--- src/rtl/imem_loader_pkg.sv ---
// Shared definitions for the instruction memory loader: FSM state encoding and
// the packing geometry.
package imem_loader_pkg;

  localparam int unsigned BytesPerWord = 4;
  localparam int unsigned LenWidth     = 16;

  typedef enum logic [2:0] {
    StIdle  = 3'd0,
    StLenHi = 3'd1,
    StLenLo = 3'd2,
    StData  = 3'd3,
    StCsum  = 3'd4,
    StDone  = 3'd5,
    StErr   = 3'd6
  } state_e;

endpackage

--- src/rtl/imem_loader_word_packer.sv ---
// Packs accepted bytes big-endian into 32-bit words; word_ready pulses for one
// cycle after the fourth byte of a word has been accepted.
module imem_loader_word_packer
  import imem_loader_pkg::*;
(
  input  logic        clock,
  input  logic        reset,
  input  logic        clear,
  input  logic        accept,
  input  logic [7:0]  rx_byte,
  output logic [31:0] word,
  output logic        word_ready,
  output logic [1:0]  byte_cnt
);

  localparam logic [1:0] LastByte = 2'(BytesPerWord - 1);

  logic [1:0]  cnt_q, cnt_d;
  logic [31:0] shift_q, shift_d;
  logic        ready_q, ready_d;

  always_comb begin
    cnt_d   = cnt_q;
    shift_d = shift_q;
    ready_d = 1'b0;
    if (clear) begin
      // A fresh load must never see bytes left over from an aborted one.
      cnt_d   = '0;
      shift_d = '0;
    end else if (accept) begin
      shift_d = {shift_q[23:0], rx_byte};
      cnt_d   = cnt_q + 2'd1;
      ready_d = (cnt_q == LastByte);
    end
  end

  always_ff @(posedge clock) begin
    if (reset) begin
      cnt_q   <= '0;
      shift_q <= '0;
      ready_q <= 1'b0;
    end else begin
      cnt_q   <= cnt_d;
      shift_q <= shift_d;
      ready_q <= ready_d;
    end
  end

  assign word       = shift_q;
  assign word_ready = ready_q;
  assign byte_cnt   = cnt_q;

endmodule

--- src/rtl/imem_loader.sv ---
// Loads a length-prefixed, XOR-checksummed program image from a byte stream into
// instruction memory and holds the CPU in reset until the image verifies.
module imem_loader
  import imem_loader_pkg::*;
#(
  parameter int unsigned ADDR_W    = 8,
  parameter int unsigned MAX_WORDS = 256
) (
  input  logic              clock,
  input  logic              reset,
  input  logic              start,
  input  logic [7:0]        rx_data,
  input  logic              rx_valid,
  output logic              rx_ready,
  output logic              wr_en,
  output logic [31:0]       wr_addr,
  output logic [31:0]       wr_data,
  output logic              cpu_hold,
  output logic              done,
  output logic              error,
  output logic [ADDR_W:0]   loaded_words
);

  localparam logic [ADDR_W-1:0] IdxOne    = 1;
  localparam logic [ADDR_W:0]   LoadedOne = 1;
  localparam logic [1:0]        LastByte  = 2'(BytesPerWord - 1);

  state_e                state_q, state_d;
  logic [7:0]            csum_q, csum_d;
  logic [LenWidth-1:0]   len_q, len_d;
  logic [ADDR_W-1:0]     idx_q, idx_d;
  logic [ADDR_W:0]       loaded_q, loaded_d;

  logic                  handshake;
  logic                  packer_clear;
  logic                  word_ready;
  logic [31:0]           word;
  logic [1:0]            byte_cnt;
  logic [LenWidth-1:0]   len_full;
  logic                  last_word;

  assign rx_ready  = (state_q == StLenHi) || (state_q == StLenLo) ||
                     (state_q == StData)  || (state_q == StCsum);
  assign handshake = rx_valid && rx_ready;
  assign len_full  = {len_q[LenWidth-1:8], rx_data};
  // loaded_q lags by at most one word, which is always complete before the
  // fourth byte of the next word arrives.
  assign last_word = (byte_cnt == LastByte) &&
                     (LenWidth'(loaded_q) == len_q - LenWidth'(1));

  imem_loader_word_packer u_packer (
    .clock      (clock),
    .reset      (reset),
    .clear      (packer_clear),
    .accept     (handshake && (state_q == StData)),
    .rx_byte    (rx_data),
    .word       (word),
    .word_ready (word_ready),
    .byte_cnt   (byte_cnt)
  );

  always_comb begin
    state_d      = state_q;
    csum_d       = csum_q;
    len_d        = len_q;
    idx_d        = idx_q;
    loaded_d     = loaded_q;
    packer_clear = 1'b0;

    if (word_ready) begin
      idx_d    = idx_q + IdxOne;
      loaded_d = loaded_q + LoadedOne;
    end

    unique case (state_q)
      StIdle, StDone, StErr: begin
        if (start) begin
          state_d      = StLenHi;
          csum_d       = '0;
          len_d        = '0;
          idx_d        = '0;
          loaded_d     = '0;
          packer_clear = 1'b1;
        end
      end
      StLenHi: begin
        if (handshake) begin
          len_d   = {rx_data, 8'h00};
          csum_d  = csum_q ^ rx_data;
          state_d = StLenLo;
        end
      end
      StLenLo: begin
        if (handshake) begin
          len_d  = len_full;
          csum_d = csum_q ^ rx_data;
          if (32'(len_full) > MAX_WORDS) begin
            state_d = StErr;
          end else if (len_full == '0) begin
            state_d = StCsum;
          end else begin
            state_d = StData;
          end
        end
      end
      StData: begin
        if (handshake) begin
          csum_d = csum_q ^ rx_data;
          if (last_word) begin
            state_d = StCsum;
          end
        end
      end
      StCsum: begin
        if (handshake) begin
          state_d = (rx_data == csum_q) ? StDone : StErr;
        end
      end
      default: state_d = StIdle;
    endcase
  end

  always_ff @(posedge clock) begin
    if (reset) begin
      state_q  <= StIdle;
      csum_q   <= '0;
      len_q    <= '0;
      idx_q    <= '0;
      loaded_q <= '0;
    end else begin
      state_q  <= state_d;
      csum_q   <= csum_d;
      len_q    <= len_d;
      idx_q    <= idx_d;
      loaded_q <= loaded_d;
    end
  end

  assign wr_en        = word_ready;
  assign wr_addr      = 32'({idx_q, 2'b00});
  assign wr_data      = word;
  assign done         = (state_q == StDone);
  assign error        = (state_q == StErr);
  assign cpu_hold     = (state_q != StDone);
  assign loaded_words = loaded_q;

endmodule

--- config.mk ---
export PLATFORM = sky130hd
export DESIGN_NAME = imem_loader
export DESIGN_NICKNAME = d
export VERILOG_FILES = /design/src/rtl/imem_loader_pkg.sv /design/src/rtl/imem_loader_word_packer.sv /design/src/rtl/imem_loader.sv
export SDC_FILE = /design/constraint.sdc
export NUM_CORES = 1
export LEC_CHECK = 0
export BUFFER_PORTS_ARGS = -buffer_cell sky130_fd_sc_hd__buf_2
export CELL_PAD_IN_SITES_DETAIL_PLACEMENT = 1
export CELL_PAD_IN_SITES_GLOBAL_PLACEMENT = 1
export CORE_UTILIZATION = 43
export DETAILED_ROUTE_END_ITERATION = 10
export PLACE_DENSITY_LB_ADDON = 0.1
export SLEW_MARGIN = 10
export SYNTH_ARGS = -nofsm -noshare
export SYNTH_HDL_FRONTEND = slang
export SYNTH_SLANG_ARGS = --single-unit
export TNS_END_PERCENT = 5
--- constraint.sdc ---
create_clock -name clock -period 5.9 [get_ports clock]
set_input_delay 1.475 -clock clock [delete_from_list [all_inputs] [get_ports clock]]
set_output_delay 1.475 -clock clock [all_outputs]
set_load 0.03 [all_outputs]
* Word-level counts from Yosys, hierarchy flattened
Index checks and enable logic that the tools add are counted.
** Cells by class
- Muxes and demuxes :: 25
- Add/sub/neg operators :: 4
- $lt $le $gt $ge :: 1
- Equality and inequality tests :: 17
- Multiply operators :: 0
- Reductions and logical operators :: 19
- Divide/modulo/power cells :: 0
- Bitwise gates (word level) :: 3
- Shifts and indexed selects :: 0
** Operators with widths (count)
- two-way mux 8 bit :: 6
- case mux 16 bit (3 select lines) :: 1
- two-way mux 16 bit :: 2
- two-way mux 9 bit :: 3
- two-way mux 3 bit :: 8
- equality test 9 x 16 -> 1 bit :: 1
- greater-than comparator 16 x 9 -> 1 bit, second input constant :: 1
- zero test 16 bit :: 1
- case mux 8 bit (2 select lines) :: 1
- subtractor 16 x 1 -> 16 bit, second input constant :: 1
- case mux 3 bit (5 select lines) :: 1
- inequality test 2 bit, second input constant :: 6
- adder 9 x 1 -> 9 bit, second input constant :: 1
- equality test 3 bit, second input constant :: 3
- OR reduction 3 bit :: 3
- adder 8 x 1 -> 8 bit, second input constant :: 1
- equality test 8 bit :: 1
- AND reduction 4 bit :: 2
- bitwise XOR 8 bit :: 1
- equality test 3 x 2 -> 1 bit, second input constant :: 2
- AND reduction 6 bit :: 1
- nonzero test 2 bit :: 2
- equality test 3 x 1 -> 1 bit, second input constant :: 1
- logical AND 1 bit :: 3
- other kinds (12) :: 16
** Storage, ports and cells
- Word-level logic and storage cells :: 78
- Bits in writable memories :: 0
- Output and inout bits :: 78
- Bits in latches :: 0
- Memories :: 0
- Flip-flop bits (word level) :: 79
- Input port bits :: 12
- Memory bits (read-only) :: 0

* Longest topological paths before layout
Gate-level depths: netlist (run 1).
- Depth in word-level cells :: 8
- Gate-level depth with buffers :: 9
- Gate-level depth less buffers :: 8

* Hierarchy
Synthesis (run 1) repeated with hierarchy kept, for this count alone.
** Unflattened totals
- Cell total of the unflattened synthesis :: 462
- Area, all modules :: 4120.2 um^2
** By module, submodules not included
- imem_loader :: times used 1, area each 2822.7 um^2, sequential area each 880.8 um^2, cells an instance 347
- imem_loader_word_packer :: times used 1, area each 1297.5 um^2, sequential area each 700.7 um^2, cells an instance 115

* Worst setup path after synthesis (run 1)
OpenSTA, ideal clock, no wires.
- Kind :: input-to-reg
- Start :: input start
- End :: register len_q[0]
- Stages on the path :: 7
- Path buffers :: 1
- Path slack :: 2.975 ns
- Arrival time :: 2.860 ns
- Setup time :: 0.065 ns
- Required time :: 5.835 ns
- Cells stage by stage :: mux2i_1 -> mux2_2 -> o22ai_2 -> a21o_1 -> buf_2 -> mux2_1 -> nor2_1
** On the way
- Longest elaborated chain between the ends :: 2
** RTL lines
- start: declaration :: line imem_loader.sv:11 : input logic start,
- inequality test 2 bit (no line)
- AND reduction 4 bit (no line)
- end signal: assignment :: line imem_loader.sv:133 : len_q <= len_d;
- end: declaration :: line imem_loader.sv:30 : logic [LenWidth-1:0] len_q, len_d;
Every way passes these cells.
A chain may end at the register's enable or synchronous reset.

* Final worst setup path (run 1)
- Start :: register state_q[2]
- End :: output done
** On the way
- Longest elaborated chain between the ends :: 1
** RTL lines
- start: declaration :: line imem_loader.sv:28 : state_e state_q, state_d;
- start signal: assignment :: line imem_loader.sv:125 : state_q <= StIdle;
- start signal: assignment :: line imem_loader.sv:131 : state_q <= state_d;
- equality test 3 bit :: line imem_loader.sv:142 : assign done = (state_q == StDone);
- end: declaration :: line imem_loader.sv:19 : output logic done,
Every way passes these cells.

==> results by stage, run 1 <==
Finish:
- In the layout the commonest cells are 81 x nand2_1, 79 x dfxtp_1, 65 x buf_2.
- The library cell used most frequently in the layout, excluding fill and tap cells, is nand2_1.
- The final net count is 570.
- The share of final-layout standard cells stronger than drive strength 1 is 16.6%.
- After routing the design area is 4600 um2.
- From synthesis to final layout, the design area changed by 12.7%.
- 0 antenna diodes ended up in the layout.
- The utilization of the core after routing is 49.8%.

Global route:
- Global routing used 22.6% of the available tracks.
- Global routing finished with a remaining overflow of 0.
- The wire length of the first global-routing pass is 17800 um.
- The initial antenna violation count is 0.
- The number of global-route vias before repair is ~3.6k.
- Entering global routing, the biggest net connects 53 pins.

Placed design:
- The detailed-placement wirelength estimate is 7430 um.
- The final weighted congestion in routability-driven placement is between 0.8 and 0.9.
- In this run the cell area measured after placement is between 4000 and 5000 um2.
- The number of buffers added on ports is 65.

Logic synthesis:
- In this run, synthesis produced a sequential element count of 79.
- The share of synthesized area spent on multiplexers is under 10%.
- After synthesis, flip-flops and latches occupy 38.7% of the total area.
- The number of synthesized flops with an enable pin is 0.
- In the synthesized netlist the async set-or-reset flop fraction comes to 0%.
- The adder-cell area share of the yosys netlist is 1.23%.
- The dominant combinational cell family by area after synthesis is simple AND/OR/NAND/NOR gates.
- After synthesis, the largest area contributor takes up 38.7% of total cell area.
- Sorting the synthesized cells by area gives the leading types as dfxtp_1 39%, nand2_1 7.4%, a21oi_1 6.5%.
- Summing the areas of all and, or, nand and nor instances in the mapped netlist gives 25.0% of the synthesized area.
- The post-synthesis xor/xnor area fraction is 6.22%.
- The total standard cell area after synthesis is 4090 um2.
- Summed over all instances, the cell type with the most area after synthesis is dfxtp_1.
- The most used flip-flop cell after synthesis is dfxtp_1.
- Synthesis produced 508 cells.
- In this run the mean area of a mapped cell was 8.04 um2.
- The Yosys step of the flow raised 0 warnings.
- The fraction of the mapped netlist area in compound gates is 16.1%.
- The number of unique standard cell types used by synthesis is 62.

Timing:
- Across the routed clock network, the largest skew measured is between 0.01 and 0.015 ns.
- The number of hold violations in the final report is 0.
- At the pin with the least slew margin, the transition time is 1.14 ns.
- The aggregate negative setup slack is 0 ns.
- Based on the critical path, the design can be clocked at up to 0.310 GHz.
- The final number of setup-violating endpoints is 0.
- Setup repair after global routing left no endpoint under its margin.
- Across all hold checks on the routed design, the worst slack comes to roughly 0.45 ns.
- The number of pins exceeding their max-slew limit in the final report is 0.
- The worst pin sits at a relative slew slack of 23.9%.
- After layout, the worst path uses around 55% of the clock period.
- After layout, the minimum clock period comes to about 3.2 ns.

Drt:
- In the final routed layout, each cell accounts on average for 15.6 um.
- The aggregate routed wire length is about 11000 um.
- The violation count after the first detailed-routing iteration is 178.
- The number of detailed-routing iterations run before antenna repair is 4.
- The total via count in the routed design is 3683.
- The count of unresolved DRC violations after routing is 0.
- After detailed routing, the number of vias per cell comes to 5.35.
- Once detail routing completed, the nets flagged for antenna violations numbered 0.

Floorplan:
- The number of I/O pins is 90.
- The initial standard-cell utilization of the core is 44.2%.
- In this run the standard cell core region covers between 9000 and 10000 um2.
- The count of standard-cell rows is 35.
- The overall die height is 99.5 um.
- The floorplan step defined a die boundary enclosing 9890 um2.
- The die is 99.5 um wide.

Clock network:
- The cts-stage hold buffer count is 0.
- The clock reaches the later pin of the worst-skew pair after 0.35 ns.
- The clock passes through at most 2 buffers.
- TritonCTS built the clock tree.
- The number of clock buffers inserted by TritonCTS is 9.
- The clock net in this run drives a total of 79 sinks.
- Post-CTS timing repair inserted 0 buffers for setup.
- The clock transition at the registers of the reported paths is 0.09 ns.
- In this run the number of H-tree levels came out at 3.
- The number of gates resized after CTS was 0.
- The tree is rooted in a clkbuf_8.

Setup path:
- The capturing element type of the critical path is an output pin.
- The worst setup path category is flip-flop to output pin.
- The largest driver fanout on the critical path is 21.
- At the worst endpoint, the arrival time is 1.75 ns.
- At the worst endpoint, the required time is 4.43 ns.
- The worst setup path is launched from a flip-flop.

Flow run:
- Max-cap violations in this run came to 0.

Run status:
- The flow ran to the end, and the final reports show no timing, DRC or antenna violations.

Power:
- Across the VDD grid, the largest voltage drop is between 0.1 and 0.15 mV.
- For this design the ratio of total power to cell area is 359 nW/um2.
- The leakage power is 1.86 nW.

Min path:
- The worst hold path belongs to the class flip-flop to flip-flop.
==> report_power, final <==
group,internal (mW),switching (mW)
clock,0.329,0.210
combinational,0.169,0.315
sequential,0.566,0.0651
total,1.06,0.590
==> area by class of cell <==
cell class | instances | area [um2]
Inverter | 7 | 26.3
Fill cell | 1173 | 4640
Clock inverter | 6 | 140
Clock buffer | 10 | 128
Timing Repair Buffer | 68 | 348
Tap cell | 129 | 161
Sequential cell | 79 | 1580
Multi-Input combinational cell | 389 | 2220
==> kinds of logic (layout without fill, tap and decap cells) <==
logic type               Yosys count  after routing
AND/OR/NAND/NOR                  214            214
flip-flops                        79             79
adder cells (fa/ha/maj)            4              4
multiplexers                      14             14
buffers and inverters             63             91
AO/OA/AOI/OAI                    104            104
XOR/XNOR                          29             29
other                              1             24
==> cell usage after synthesis (3+ instances only) <==
library cell  count
a21oi_1          53
a31oi_1           3
and2_1            4
and3_1            4
buf_4            24
buf_6             4
clkbuf_1         24
dfxtp_1          79
ha_1              4
inv_1             5
mux2_1            4
mux2i_1           9
nand2_1          81
nand2b_1         13
nand3_1          15
nand4_1           8
nor2_1           47
nor2b_1           5
nor3_1           10
nor4_1            5
o2111ai_1         3
o21ai_0           5
o21ai_1           9
o221ai_1          8
or2_1             3
or3_1             7
xnor2_1          11
xor2_1           18
==> flip-flops by register name, indices dropped and copies added (netlist names) <==
name	count
len_q	16
csum_q	8
u_packer.word_ready	1
u_packer.word	32
idx_q	8
u_packer.byte_cnt	2
loaded_words	9
state_q	3
==> worst paths after layout <==
| path | slack [ns] | depth (start not counted) | from | to |
|---|---|---|---|---|
| worst max-delay path | 2.67 | 4 | state_q[2]$_SDFFE_PP0P_ | done |
| worst min-delay path | 0.45 | 2 | u_packer.word[26]$_SDFFE_PP0P_ | u_packer.word[26]$_SDFFE_PP0P_ |
| worst max register to register | 3.03 | 8 | len_q[0]$_SDFFE_PP0P_ | state_q[0]$_SDFFE_PP0P_ |
| worst min register to register | 0.45 | 2 | u_packer.word[26]$_SDFFE_PP0P_ | u_packer.word[26]$_SDFFE_PP0P_ |
==> critical path, stage by stage (launching register included) <==
cell	delay, ns
dfxtp_1	0.78
nor2b_1	0.25
nand2_1	0.10
inv_2	0.08
buf_2	0.19
==> metrics by stage <==
step	setup slack (ns)	total power, mW	cells
floorplan	2.98	1.04	531
global placement	2.61	1.11	672
detailed placement	2.56	1.12	672
CTS	2.68	1.66	688
global route	2.52	1.75	688
finish	2.67	1.65	688
==> layer usage <==
layer	global-route usage, %	up-vias	wire length, um
li1	-	1795	-
met1	30.1	1790	5080
met2	37.2	86	5060
met3	4.15	12	465
met4	6.90	0	146
met5	0	-	0
(Power assumes the default switching activity.)
==> run 2: changes to the inputs <==
Settings changed: ABC_AREA set to 1, CORE_UTILIZATION 43 to 35.
Clock period 5.9 ns to 2.6 ns, I/O delays scaled along.
==> results by stage, run 2 <==
Run status:
- Result of the run: finished clean (unchanged).

Timing:
- The final critical-path share of the clock period is 93.5%.
- The number of pins exceeding their max-slew limit in the final report is 0 (unchanged).
- The transition time of the tightest slew-check pin is 0.511 ns (was 1.14 ns).
- The final number of setup-violating endpoints was 0 (unchanged).
- Setup repair after global routing missed its margin: no (unchanged).
- The largest clock skew in the final design is 0.00602 ns (was 0.0101 ns).
- The number of hold violations in the final report came to 0 (unchanged).
- The highest achievable clock rate is 0.411 GHz.
- The aggregate negative setup slack is 0 ns (unchanged).
- The normalized max-slew margin is 65.9% (was 23.9%).
- The shortest clock period the worst path allows after layout is 2.43 ns.

Logic synthesis:
- The total standard cell area after synthesis is 4110 um2 (was 4090 um2).
- The most frequent cell after synthesis is nand2_1 (unchanged).
- The cell type with the highest aggregate area in the netlist was dfxtp_1 (unchanged).
- The number of unique standard cell types used by synthesis came to 37 (was 62).
- The sequential share of the synthesized area came to 38.5% (was 38.7%).
- The fraction of registers with async set or reset after synthesis is 0% (unchanged).
- The area share of the largest cell type after synthesis was 38.5% (was 38.7%).
- The number of cells produced by synthesis is 576 (was 508).
- Most numerous cell types in the synthesized netlist: 124 x nand2_1, 79 x dfxtp_1, 59 x nand3_1 (was 81 x nand2_1, 79 x dfxtp_1, 53 x a21oi_1).
- The warning count from the yosys run is 0 (unchanged).
- The number of synthesized flops with an enable pin is 0 (unchanged).
- The average footprint of a synthesized cell is 7.14 um2 (was 8.04 um2).
- The most used flip-flop cell after synthesis is dfxtp_1 (unchanged).
- Top cells by area, synth: dfxtp_1 38%, nand2_1 11%, nand3_1 7.2% (was dfxtp_1 39%, nand2_1 7.4%, a21oi_1 6.5%).
- The post-synthesis register bit count came to 79 (unchanged).

Global route:
- The busiest layer in global routing is met2 (unchanged).
- The overall track demand over capacity in global routing came to 19.7% (was 22.6%).
- The routing usage on met1 came to 26.7% (was 30.1%).
- The total congestion overflow after global routing is 0 (unchanged).
- The wire length of the first global-routing pass is 18400 um (was 17800 um).
- The initial antenna violation count is 0 (unchanged).
- The global routing usage on met2 came to 31.2% (was 37.2%).
- The pin count of the biggest net entering global routing is 52 (was 53).
- The met3 usage in global routing is 3.88% (was 4.15%).
- The number of global-route vias before repair is 3692 (was 3611).

Clock network:
- The clock tree from TritonCTS was built (unchanged).
- The clock latency at the later pin of the worst-skew pair is 0.34 ns (was 0.35 ns).
- The buffer cell driving the clock tree root is clkbuf_16 (was clkbuf_8).
- The cts-stage hold buffer count is 0 (unchanged).
- The total clock sinks is 79 (unchanged).
- The number of H-tree levels is 3 (unchanged).
- The number of cells upsized or downsized after cts is 0 (unchanged).
- The maximum buffer depth of the clock tree is 2 (unchanged).
- The number of post-CTS setup repair buffers is 0 (unchanged).
- The clock transition at the registers of the reported paths was 0.06 ns (was 0.09 ns).
- The number of clock buffers inserted by TritonCTS was 9 (unchanged).

Floorplan:
- The count of standard-cell rows is 39 (was 35).
- The chip width was 110 um (was 99.5 um).
- The initial standard-cell utilization of the core came to 36.0% (was 44.2%).
- The overall die height is 110 um (was 99.5 um).
- The number of I/O pins is 90 (unchanged).
- The die area is 12200 um2 (was 9890 um2).
- The area of the core region was 11400 um2 (was 9240 um2).

Drt:
- The total via count in the routed design came to 3896 (was 3683).
- The count of unresolved DRC violations after routing came to 0 (unchanged).
- The number of detailed-routing iterations run before antenna repair is 5 (was 4).
- The aggregate routed wire length is 11400 um (was 10800 um).
- The routed via count divided by cell count came to 4.97 (was 5.35).
- The violation count after the first detailed-routing iteration is 170 (was 178).
- The remaining antenna violation count is 0 (unchanged).
- The routed wire length per instance was 14.5 um (was 15.6 um).

Setup path:
- The worst setup path category is flip-flop to output pin (unchanged).
- The data arrival at the endpoint of the critical path was 1.78 ns (was 1.75 ns).
- The largest driver fanout on the critical path is 8 (was 21).
- The required time at the worst-slack endpoint came to 1.95 ns (was 4.43 ns).
- The flop-to-flop setup slack came to 0.37 ns (was 3.03 ns).
- The number of cells on the worst reg-to-reg path is 13 (was 8).
- The startpoint class of the critical path is a flip-flop (unchanged).
- The capturing element type of the critical path is an output pin (unchanged).

Power:
- The ratio of total power to cell area is 1080 nW/um2 (was 359 nW/um2).
- The post-route total power is 5.15 mW (was 1.65 mW).
- The leakage power is 2.06 nW (was 1.86 nW).
- The maximum ir drop on the vdd rail came to 0.503 mV (was 0.144 mV).

Placed design:
- The final weighted congestion in routability-driven placement is 0.755 (was 0.858).
- The number of buffers added on ports is 65 (unchanged).
- The detailed-placement wirelength estimate is 8270 um (was 7430 um).
- The total placed instance area is 4490 um2 (was 4340 um2).

Min path:
- The number of cells traversed by the worst hold path was 2 (unchanged).
- The type of the worst min-delay path is flip-flop to flip-flop (unchanged).

Finish:
- Commonest cells after routing, fill and taps aside: 123 x nand2_1, 79 x dfxtp_1, 65 x buf_2 (was 81 x nand2_1, 79 x dfxtp_1, 65 x buf_2).
- The sequential cell area is 1580 um2 (unchanged).
- The final net count is 652 (was 570).
- The area added between synthesis and finish is 15.8% (was 12.7%).
- The final-layout fill cell count is 1507 (was 1173).
- The flip-flop count of the largest register, all copies and words added is 32 (unchanged).
- The area of the multi-input gates is 2150 um2 (was 2220 um2).
- The most common library cell in the layout ignoring fill and taps was nand2_1 (unchanged).
- The number of inserted diodes is 0 (unchanged).
- The share of final-layout standard cells stronger than drive strength 1 was 16.2% (was 16.6%).
- The final non-filler cell area is 4760 um2 (was 4600 um2).

Flow run:
- The max-capacitance violation count came to 0 (unchanged).
run 2: cell type report:
type / count / area share (%)
Timing Repair Buffer: 73 / 8.36
Sequential cell: 79 / 33.2
Tap cell: 143 / 3.76
Clock buffer: 11 / 5.10
Inverter: 48 / 3.78
Multi-Input combinational cell: 425 / 45.1
Clock inverter: 5 / 0.709
run 2: worst max-delay path, cell delays in order, from the launching register on:
cell and delay (ns):
dfxtp_1 0.52, inv_1 0.14, nor3_1 0.32, nor2_1 0.17
inv_1 0.10, buf_2 0.19
run 2: per-layer routing:
metal,vias up,wire [um]
met1,1849,5590
met4,0,145
met2,63,5220
met5,-,0
li1,1973,-
met3,11,428
run 2: metrics by stage:
step | utilization [%] | hold WS [ns] | instances | worst slack, ns
final | 41.7 | 0.459 | 784 | 0.169
after global routing | 41.7 | 0.482 | 784 | 0.0600
after CTS | 41.7 | 0.462 | 784 | 0.186
after detailed placement | 39.3 | 0.452 | 768 | 0.423
after global placement | 39.3 | 0.446 | 768 | 0.488
after floorplan | - | 0.445 | 599 | 0.706
run 2: cell families (layout without fill, tap and decap cells):
group / after synthesis / in the layout / synth area share [%]
AO/OA/AOI/OAI: 95 / 95 / 13.6
XOR/XNOR: 24 / 24 / 5.11
adder cells (fa/ha/maj): 4 / 4 / 1.22
buffers and inverters: 95 / 137 / 11.5
flip-flops: 79 / 79 / 38.5
other: 1 / 24 / 0.0912
AND/OR/NAND/NOR: 278 / 278 / 30.0
run 2: power breakdown:
group / switching (mW) / total [mW] / internal [mW] / leakage, nW
logic: 1.61 / 2.39 / 0.785 / 1.29
registers: 0.175 / 1.57 / 1.39 / 0.641
clock network: 0.517 / 1.19 / 0.671 / 0.132
total: 2.30 / 5.15 / 2.85 / 2.06
run 2: worst paths after layout:
| kind | to | from |
|---|---|---|
| hold / removal | u_packer.word[24]$_SDFFE_PP0P_ | u_packer.word[24]$_SDFFE_PP0P_ |
| setup / recovery | rx_ready | state_q[2]$_SDFFE_PP0P_ |
| hold reg to reg | u_packer.word[24]$_SDFFE_PP0P_ | u_packer.word[24]$_SDFFE_PP0P_ |
| setup reg to reg | state_q[1]$_SDFFE_PP0P_ | state_q[2]$_SDFFE_PP0P_ |
